### config.mk
export PLATFORM = sky130hd
export DESIGN_NAME = nes_rst_clken_gen
export DESIGN_NICKNAME = d
export VERILOG_FILES = /design/src/rtl/nes_clk_pkg.sv /design/src/rtl/nes_phase_acc.sv /design/src/rtl/nes_rst_clken_gen.sv
export SDC_FILE = /design/constraint.sdc
export NUM_CORES = 1
export LEC_CHECK = 0
export ABC_AREA = 1
export CAP_MARGIN = 15
export CORE_AREA = 5 5 99 101
export CTS_CLUSTER_DIAMETER = 120
export DETAILED_ROUTE_END_ITERATION = 16
export DIE_AREA = 0 0 104 106
export PLACE_DENSITY = 0.79
export SLEW_MARGIN = 0
export SYNTH_ARGS = -nofsm -noshare
export SYNTH_HDL_FRONTEND = slang
export SYNTH_SLANG_ARGS = --single-unit
export TNS_END_PERCENT = 10
### constraint.sdc
create_clock -name clk -period 5.61 [get_ports clk]
set_input_delay 1.4025 -clock clk [delete_from_list [all_inputs] [get_ports clk]]
set_output_delay 1.4025 -clock clk [all_outputs]
set_load 0.03 [all_outputs]
### src/rtl/nes_clk_pkg.sv
// Shared types and helpers for the NES reset sequencer and clock-enable generator.
package nes_clk_pkg;

    typedef enum logic [1:0] {
        WAIT_LOCK = 2'd0,
        HOLD      = 2'd1,
        RUN       = 2'd2
    } nes_state_e;

    // Ceiling log2, used to size the hold counter.
    function automatic int unsigned clog2(input int unsigned value);
        int unsigned r;
        r = 0;
        for (int unsigned v = value - 1; v != 0; v = v >> 1) begin
            r = r + 1;
        end
        return r;
    endfunction

endpackage

### src/rtl/nes_phase_acc.sv
// One fractional-rate clock-enable channel: phase accumulator whose carry becomes the pulse.
module nes_phase_acc #(
    parameter int unsigned ACC_W = 16
) (
    input  logic             clk,
    input  logic             clear,
    input  logic             en,
    input  logic [ACC_W-1:0] inc,
    output logic             ce
);

    logic [ACC_W-1:0] acc_q;
    logic [ACC_W:0]   sum_c;

    assign sum_c = {1'b0, acc_q} + {1'b0, inc};

    // Carry of this cycle's add is registered straight into ce.
    always_ff @(posedge clk) begin
        if (clear || !en) begin
            acc_q <= '0;
            ce    <= 1'b0;
        end else begin
            acc_q <= sum_c[ACC_W-1:0];
            ce    <= sum_c[ACC_W];
        end
    end

endmodule

### src/rtl/nes_rst_clken_gen.sv
// Reset sequencer (lock sync, post-lock hold) and NUM_CH phase-accumulator clock enables.
module nes_rst_clken_gen
    import nes_clk_pkg::*;
#(
    parameter int unsigned NUM_CH      = 3,
    parameter int unsigned ACC_W       = 16,
    parameter int unsigned RST_HOLD    = 1023,
    parameter int unsigned SYNC_STAGES = 2
) (
    input  logic                    clk,
    input  logic                    rst,
    input  logic                    pll_locked_in,
    input  logic [NUM_CH*ACC_W-1:0] inc,
    input  logic [NUM_CH-1:0]       ch_en,
    output logic                    core_rst,
    output logic [NUM_CH-1:0]       ce,
    output logic                    ready
);

    localparam int unsigned CNT_W = clog2((RST_HOLD < 2) ? 2 : RST_HOLD);

    logic [SYNC_STAGES-1:0] sync_q;
    logic                   lock_s;
    nes_state_e             state_q, state_d;
    logic [CNT_W-1:0]       cnt_q, cnt_d;
    logic                   advance_c;
    logic                   acc_clear_c;

    assign lock_s = sync_q[SYNC_STAGES-1];

    // State, counter, synchroniser and registered reset/ready outputs.
    always_ff @(posedge clk) begin
        if (rst) begin
            sync_q   <= '0;
            state_q  <= WAIT_LOCK;
            cnt_q    <= '0;
            core_rst <= 1'b1;
            ready    <= 1'b0;
        end else begin
            sync_q   <= {sync_q[SYNC_STAGES-2:0], pll_locked_in};
            state_q  <= state_d;
            cnt_q    <= cnt_d;
            core_rst <= (state_d != RUN);
            ready    <= (state_d == RUN);
        end
    end

    always_comb begin
        state_d   = state_q;
        cnt_d     = cnt_q;
        advance_c = 1'b0;
        case (state_q)
            WAIT_LOCK: begin
                cnt_d = '0;
                if (lock_s) begin
                    state_d = HOLD;
                end
            end
            HOLD: begin
                if (!lock_s) begin
                    state_d = WAIT_LOCK;
                    cnt_d   = '0;
                end else if (cnt_q == CNT_W'(RST_HOLD - 1)) begin
                    state_d = RUN;
                    cnt_d   = '0;
                end else begin
                    cnt_d = cnt_q + CNT_W'(1);
                end
            end
            RUN: begin
                if (!lock_s) begin
                    state_d = WAIT_LOCK;
                end else begin
                    advance_c = 1'b1;
                end
            end
            default: begin
                state_d = WAIT_LOCK;
                cnt_d   = '0;
            end
        endcase
    end

    // Accumulators only advance on RUN cycles that stay in RUN, so ce dies with core_rst.
    assign acc_clear_c = rst || !advance_c;

    for (genvar i = 0; i < NUM_CH; i++) begin : g_ch
        nes_phase_acc #(
            .ACC_W(ACC_W)
        ) u_acc (
            .clk  (clk),
            .clear(acc_clear_c),
            .en   (ch_en[i]),
            .inc  (inc[i*ACC_W +: ACC_W]),
            .ce   (ce[i])
        );
    end

endmodule

* Word-level counts from Yosys, hierarchy flattened *
Cells that the tools add are included.

storage, ports and cells
  word-level logic and storage cells = 39
  register bits = 67
  input bits = 54
  output and inout port bits = 5

operators by class
  eq/ne operators = 5
  reductions and logical operators = 9
  add/subtract/negate cells = 4
  mux-type cells = 10

operators with widths
  kind                                                 number
  adder 16 x 16 -> 17 bit                              3
  2-to-1 mux 10 bit                                    2
  case mux 10 bit (2 select lines)                     1
  adder 10 x 1 -> 10 bit, second input constant        1
  equality test 10 bit, second input constant          1
  2-to-1 mux 2 bit                                     4
  case mux 2 bit (3 select lines)                      1
  equality test 2 bit, second input constant           2
  logical NOT 1 bit                                    4
  logical OR 1 bit                                     4
  equality test 2 x 1 -> 1 bit, second input constant  1
  logical NOT 2 bit                                    1
  2-to-1 mux 1 bit                                     2
  inequality test 2 bit, second input constant         1

* Longest topological paths before layout *
Gate-level depths: netlist (run 1).

  depth in word-level cells = 5
  mapped depth = 11
  depth with buffers taken out = 11

* Cells and area by module *
From an unflattened synthesis (run 1), not the netlist that was laid out.

unflattened totals
  cells, all modules = 782
  area total of the unflattened synthesis = 4934.7 um2

by module, submodules not included
  module             sequential area each (um2)  cells an instance  area each (um2)  instances
  nes_phase_acc      340.3                       223                1383.8           3
  nes_rst_clken_gen  320.3                       113                783.3            1

* Least setup slack after synthesis (run 1) *
No wires, ideal clock.

  path type = input-to-reg
  start = input inc[0]
  end = register g_ch[0].u_acc.acc_q[10]
  path buffers = 0
  data required time = 5.497 ns
  cell stages on the path = 10
  arrival time = 2.620 ns
  library setup time = 0.113 ns
  path slack = 2.877 ns
  cells stage by stage = ha_1 > fa_1 > nand3_1 > nand3_1 > nand2_1 > nand2_1 > nand2_1 > nand2_1 > nor2_1 > nor2_1

on the way
  word-level cells in the longest chain between the ends = 1

ends and longest elaborated chain
  element                  line                     source
  start: declaration       nes_rst_clken_gen.sv:13  input logic [NUM_CH*ACC_W-1:0] inc,
  adder 16 x 16 -> 17 bit  nes_phase_acc.sv:15      assign sum_c = {1'b0, acc_q} + {1'b0, inc};
  end signal: assignment   nes_phase_acc.sv:23      acc_q <= sum_c[ACC_W-1:0];
  end: declaration         nes_phase_acc.sv:12      logic [ACC_W-1:0] acc_q;

Every way passes these cells.
A chain may end at the register's enable or synchronous reset.

* Final worst setup path (run 1) *
  start = input inc[32]
  end = register g_ch[2].u_acc.acc_q[10]

on the way
  word-level cells in the longest chain between the ends = 1

ends and longest elaborated chain
  element                  line
  adder 16 x 16 -> 17 bit  nes_phase_acc.sv:15
  end signal: assignment   nes_phase_acc.sv:23
  end: declaration         nes_phase_acc.sv:12

Every way passes these cells.

==> flow_summary.yaml, run 1 <==
global_routing:
  grt_first_pass_wirelength_um: 19200
  grt.total_usage_pct: 20.3
  first_global_vias: 4708
  antenna_found_initial: 0
  gr-total-overflow: 0
  grt_max_degree: 15
drt:
  drc: 0
  firstDrtPassIters: 5
  via_per_inst: 5.06
  antenna_left: 0
  drtIter0Drc: 108
  dr_total_vias: 4783
  routed_wl_um: 10900
  routedWlPerCell_um: 11.6
cts:
  clk_pin_slew_ns: 0.07
  numCtsBuffers: 9
  clock-sinks: 67
  cts-resized-gates: 0
  cts_max_level: 3
  cts_buffer_depth: 2
  cts_hold_buf: 0
  post_cts_buffers: 0
  clock_latency_ns: 0.35
  cts_tree: "built"
  cts_root_buffer: "clkbuf_8"
synth:
  synthFlopType: "dfxtp_1"
  syn_avg_cell_area_um2: 6.31
  yosysMostFrequentCell: "nand2_1"
  yosysTopAreaCell: "dfxtp_1"
  synth_nets: 873
  synth_area_leaders: "dfxtp_1, nand2_1, ha_1"
  synth_edf_count: 0
  async_reset_ff_share_pct: 0
  ys_warn_count: 0
  synthTopCellsByCount: "nand2_1, inv_1, nor2_1"
  synth_top_area_share_pct: 27.8
  syn_inst: 766
  synth.distinct_cells: 34
  syn_area_um2: 4830
  ys_ff_latch: 67
  ys_seq_area_share_pct: 27.8
sta:
  period_needed_ns: 3.01
  rsz0062_at_grt: "no"
  tightestPinTransition_ns: 0.409
  slew_headroom_pct: 72.6
  finalClockSkew_ns: 0.0136
  hold_violations: 0
  drv_slew: 0
  setup_viol: 0
  fin_setup_tns_ns: 0
  fmax_ghz: 0.332
  finalCritPeriodShare_pct: 53.7
setup_path:
  arrival_ns: 3.29
  crit_type: "primary input to register"
  r2r_slack_ns: 3.82
  worst-path-max-fanout: 5
  r2r_start: "g_ch[2].u_acc.acc_q[0]"
  worst-endpoint-required_ns: 5.89
  r2r-end: "g_ch[2].u_acc.acc_q[10]"
  r2r_cells: 11
  cp_common_cell: "nand2_1"
  startpoint_type: "primary input"
  critPathBufInv: 1
  crit_path_cell_trace: "clkdlybuf4s50_1 > ha_1 > fa_1 > nand3_1 > nand3_1 > nand2_1 > nand2_1 > nand2_1 > nand2_1 > nand2_1 > nand2_1 > nor2_1"
  worstSetupEndpointType: "register"
  cpMaxStageDelayCell: "clkdlybuf4s50_1"
  critPathMaxStageDelay_ns: 0.43
  crit_family: "simple AND/OR/NAND/NOR gates"
die:
  die_width_um: 104
  dieArea_um2: 11000
  io_pins: 59
  core-area_um2: 8930
  num_rows: 35
  die_y_um: 106
  initial_core_util_pct: 54.1
power_and_ir_drop:
  p_leak_nw: 2.95
  power_density_nw_per_um2: 185
  ir_drop_uv: 128
status:
  status: "complete, no violations"
placement:
  io_buffer_count: 58
  finalWeightedCongestion: 0.889
  dpl.hpwl_um: 8530
  dp_cells: 929
  place_area_um2: 5490
min_path:
  hold_path_class: "register to register"
  hp-start: "sync_q[0]"
  whs_path_depth: 2
  holdPathEnd: "sync_q[1]"
cells_and_area:
  antenna_cells: 0
  final_nets: 936
  utilization_pct: 64.0
  area_delta_synth_final_pct: 18.3
  design_area_um2: 5720
  drive_gt1_share_pct: 5.28
  fin_cells: 945
flow_run:
  cap_viol_max_count: 0
[how the worst max path moves through the flow]
stage          startpoint                 endpoint  cells past startpoint
6_report          inc[32]  g_ch[2].u_acc.acc_q[10]                     12
5_1_grt           inc[32]  g_ch[2].u_acc.acc_q[10]                     12
4_1_cts           inc[32]  g_ch[2].u_acc.acc_q[10]                     12
3_5_place_dp      inc[32]  g_ch[2].u_acc.acc_q[10]                     12
3_3_place_gp      inc[32]  g_ch[2].u_acc.acc_q[10]                     11
2_1_floorplan      inc[0]  g_ch[0].u_acc.acc_q[10]                     10
[where the power goes]
| group | switching, mW | internal (mW) |
|---|---|---|
| sequential | 0.00105 | 0.476 |
| combinational | 0.0548 | 0.0540 |
| clock | 0.198 | 0.273 |
[per-stage QoR]
step           hold slack, ns  setup WS [ns]  total power, mW
4_1_cts                 0.412           2.59             1.06
6_report                0.407           2.60             1.06
3_3_place_gp            0.393           2.33            0.593
5_1_grt                 0.430           2.41             1.10
2_1_floorplan           0.388           2.88            0.543
3_5_place_dp            0.401           2.24            0.596
[worst reg2reg max path, stage by stage (launching register included)]
cell and delay (ns):
dfxtp_1 0.30, ha_1 0.19, fa_1 0.40, nand3_1 0.11, nand3_1 0.16, nand2_1 0.11, nand2_1 0.11, nand2_1 0.08
nand2_1 0.06, nand2_1 0.05, nand2_1 0.05, nor2_1 0.10
[routing by layer]
| layer | GRT usage, % | part of all wire (%) | routed length, um |
|---|---|---|---|
| met2 | 36.5 | 49 | 5360 |
| met1 | 23.6 | 44 | 4840 |
| met3 | 4.68 | 5.1 | 552 |
| met5 | 0 | 0 | 0 |
| met4 | 7.22 | 1.6 | 177 |
[cell type report]
cell class,count,area [um2]
Fill cell,829,3210
Clock buffer,11,151
Sequential cell,67,1340
Clock inverter,5,75.1
Inverter,138,523
Tap cell,111,139
Timing Repair Buffer,58,581
Multi-Input combinational cell,555,2910
[sequential cells by signal (all words and copies together), names as in the netlist]
| register | flops |
|---|---|
| g_ch.u_acc.acc_q | 48 |
| core_rst | 1 |
| ready | 1 |
| sync_q | 2 |
| g_ch.u_acc.ce | 3 |
| cnt_q | 10 |
| state_q | 2 |
[layout by cell type, fill, tap and decap left out, drive strengths merged]
master	n
o21a	3
bufinv	2
nor2	84
clkinv	4
nand2	257
a21oi	63
inv	137
a21o	1
nand3	35
clkbuf	11
nor3	11
nand4	6
ha	50
nor3b	2
a31oi	1
and2	2
nand3b	2
nor4	1
or2	1
dfxtp	67
o21ai	31
fa	3
clkdlybuf4s50	58
o21bai	2
[logic make-up after synthesis]
kind of cell / Yosys count / synth area share [%]
DFF: 67 / 27.8
adders and majority gates: 53 / 14.2
and+or+nand+nor: 401 / 34.4
AOI/OAI and AO/OA: 101 / 11.6
buffers and inverters: 144 / 12.1
(Power assumes the default switching activity.)
==> run 2, diff against run 1 <==
- clock period: 5.61 -> 2.9 ns (I/O delays scaled with it)
==> run 2 against run 1 <==
  * Power grew 82%
  * Routed wire length down 2.6%
  * Largest cell class unchanged
  * Utilization fell by 0.29 points
  * Setup slack lost 2.0 ns
  * Final cell count up 0.11%
  * Critical endpoint is now g_ch[2].u_acc.acc_q[14]
  * Clock-buffer cell count fell by 2
==> flow_summary.yaml, run 2 (same netlist as run 1, synthesis figures left out) <==
cts:
  cts_tree: "built"
  clock-sinks: 67
  cts_hold_buf: 0
  cts_root_buffer: "clkbuf_8"
  cts_max_level: 3
  clock_latency_ns: 0.35
  clk_pin_slew_ns: 0.08
  cts_buffer_depth: 2
  post_cts_buffers: 0
  cts-resized-gates: 0
  numCtsBuffers: 9
cells_and_area:
  utilization_pct: 63.7
  reg_top3: "g_ch.u_acc.acc_q x48, cnt_q x10, g_ch.u_acc.ce x3"
  area_delta_synth_final_pct: 17.8
  drive_gt1_share_pct: 5.39
  register_area_um2: 1340
  mostFrequentLayoutCell: "nand2_1"
  multi_input_area_um2: 2910
  fillers: 828
  final_nets: 937
  layout_common_cells: "nand2_1, inv_1, nor2_1, dfxtp_1, clkdlybuf4s50_1"
  antenna_cells: 0
  largest_reg_flops: 48
  top_register: "g_ch.u_acc.acc_q"
setup_path:
  crit_type: "primary input to register"
  r2r_start: "g_ch[0].u_acc.acc_q[0]"
  arrival_ns: 2.56
  worstSetupEndpointType: "register"
  r2r_slack_ns: 1.10
  r2r_cells: 11
  worst-path-max-fanout: 5
  worst-endpoint-required_ns: 3.15
  startpoint_type: "primary input"
  r2r-end: "g_ch[0].u_acc.acc_q[10]"
sta:
  finalClockSkew_ns: 0.0153
  period_needed_ns: 2.32
  hold_violations: 0
  finalCritPeriodShare_pct: 79.9
  tightestPinTransition_ns: 0.398
  rsz0062_at_grt: "no"
  slew_headroom_pct: 73.4
  drv_slew: 0
  hold_ws_ns: 0.408
  fmax_ghz: 0.431
  fin_setup_tns_ns: 0
  setup_viol: 0
min_path:
  hp-start: "sync_q[0]"
  holdPathEnd: "sync_q[1]"
  whs_path_depth: 2
  hold_path_class: "register to register"
drt:
  routedWlPerCell_um: 11.2
  via_per_inst: 5.02
  drc: 0
  dr_total_vias: 4753
  firstDrtPassIters: 5
  routed_wl_um: 10600
  antenna_left: 0
  drtIter0Drc: 149
power_and_ir_drop:
  ir_drop_uv: 252
  p_switching_mw: 0.501
  comb_power_share_pct: 10.9
  clkPwrFrac_pct: 41.0
  p_sw_share_pct: 26.1
  seqPwrFrac_pct: 48.0
  power_density_nw_per_um2: 337
  internal_power_mw: 1.42
  p_leak_nw: 2.93
placement:
  finalWeightedCongestion: 0.890
  dpl.hpwl_um: 8310
  io_buffer_count: 58
flow_run:
  cap_viol_max_count: 0
die:
  num_rows: 35
  initial_core_util_pct: 54.1
  die_y_um: 106
  io_pins: 59
  core-area_um2: 8930
  die_width_um: 104
  dieArea_um2: 11000
global_routing:
  gr-total-overflow: 0
  grt_first_pass_wirelength_um: 18900
  grt_max_degree: 15
  antenna_found_initial: 0
  grt.total_usage_pct: 19.8
  first_global_vias: 4566
status:
  status: "complete, no violations"
==> run 2: cell count changes in the layout (fill, tap and decap cells not counted), sizes merged <==
cell      change
clkbuf        -2
clkinvlp      +2
buf           +1
bufinv        -1
clkinv        +1
==> run 2: how the worst max path moves through the flow <==
stage | slack (ns) | cells past startpoint | endpoint | startpoint
global placement | 0.30 | 11 | g_ch[2].u_acc.acc_q[10] | inc[32]
global route | 0.37 | 12 | g_ch[0].u_acc.acc_q[10] | inc[0]
detailed placement | 0.23 | 11 | g_ch[2].u_acc.acc_q[14] | inc[32]
finish | 0.58 | 11 | g_ch[2].u_acc.acc_q[14] | inc[32]
CTS | 0.60 | 12 | g_ch[2].u_acc.acc_q[10] | inc[32]
floorplan | 0.84 | 10 | g_ch[0].u_acc.acc_q[10] | inc[0]
==> run 2: area by class of cell <==
type | instances | share of cell area (%)
inverters | 138 | 9.19
clock buffers | 9 | 2.18
flip-flops and latches | 67 | 23.6
multi-input cells | 555 | 51.1
clock inverters | 7 | 1.21
repair buffers | 59 | 10.3
well taps | 111 | 2.44
==> run 2: per-stage QoR <==
step                total power [mW]  setup WS (ns)  area, um2  cells
floorplan                       1.05          0.845       4830    766
CTS                             1.94          0.598       5690    946
detailed placement              1.15          0.228       5500    930
global placement                1.15          0.298       5500    930
global route                    2.01          0.372       5690    946
finish                          1.92          0.582       5690    946
==> run 2: worst max-delay path: stages <==
cell,delay (ns)
clkdlybuf4s50_1,0.44
ha_1,0.24
fa_1,0.40
nand3_1,0.10
nand3_1,0.15
nand2_1,0.11
nand2_1,0.11
nand2_1,0.10
nand3_1,0.07
nand2_1,0.07
nor2_1,0.04
==> run 2: per-layer routing <==
layer	GRT usage (%)	routed length (um)	vias up
li1	-	-	2524
met1	24.3	4860	2109
met2	33.9	5030	104
met3	4.86	547	16
met4	6.75	197	0
met5	0	0	-
==> run 2: power groups by stage <==
stage / clock network, mW / registers [mW] / logic [mW]
detailed placement: 0 / 0.944 / 0.209
finish: 0.788 / 0.923 / 0.210
global route: 0.847 / 0.923 / 0.236
global placement: 0 / 0.944 / 0.204
CTS: 0.807 / 0.923 / 0.210
floorplan: 0 / 0.944 / 0.106
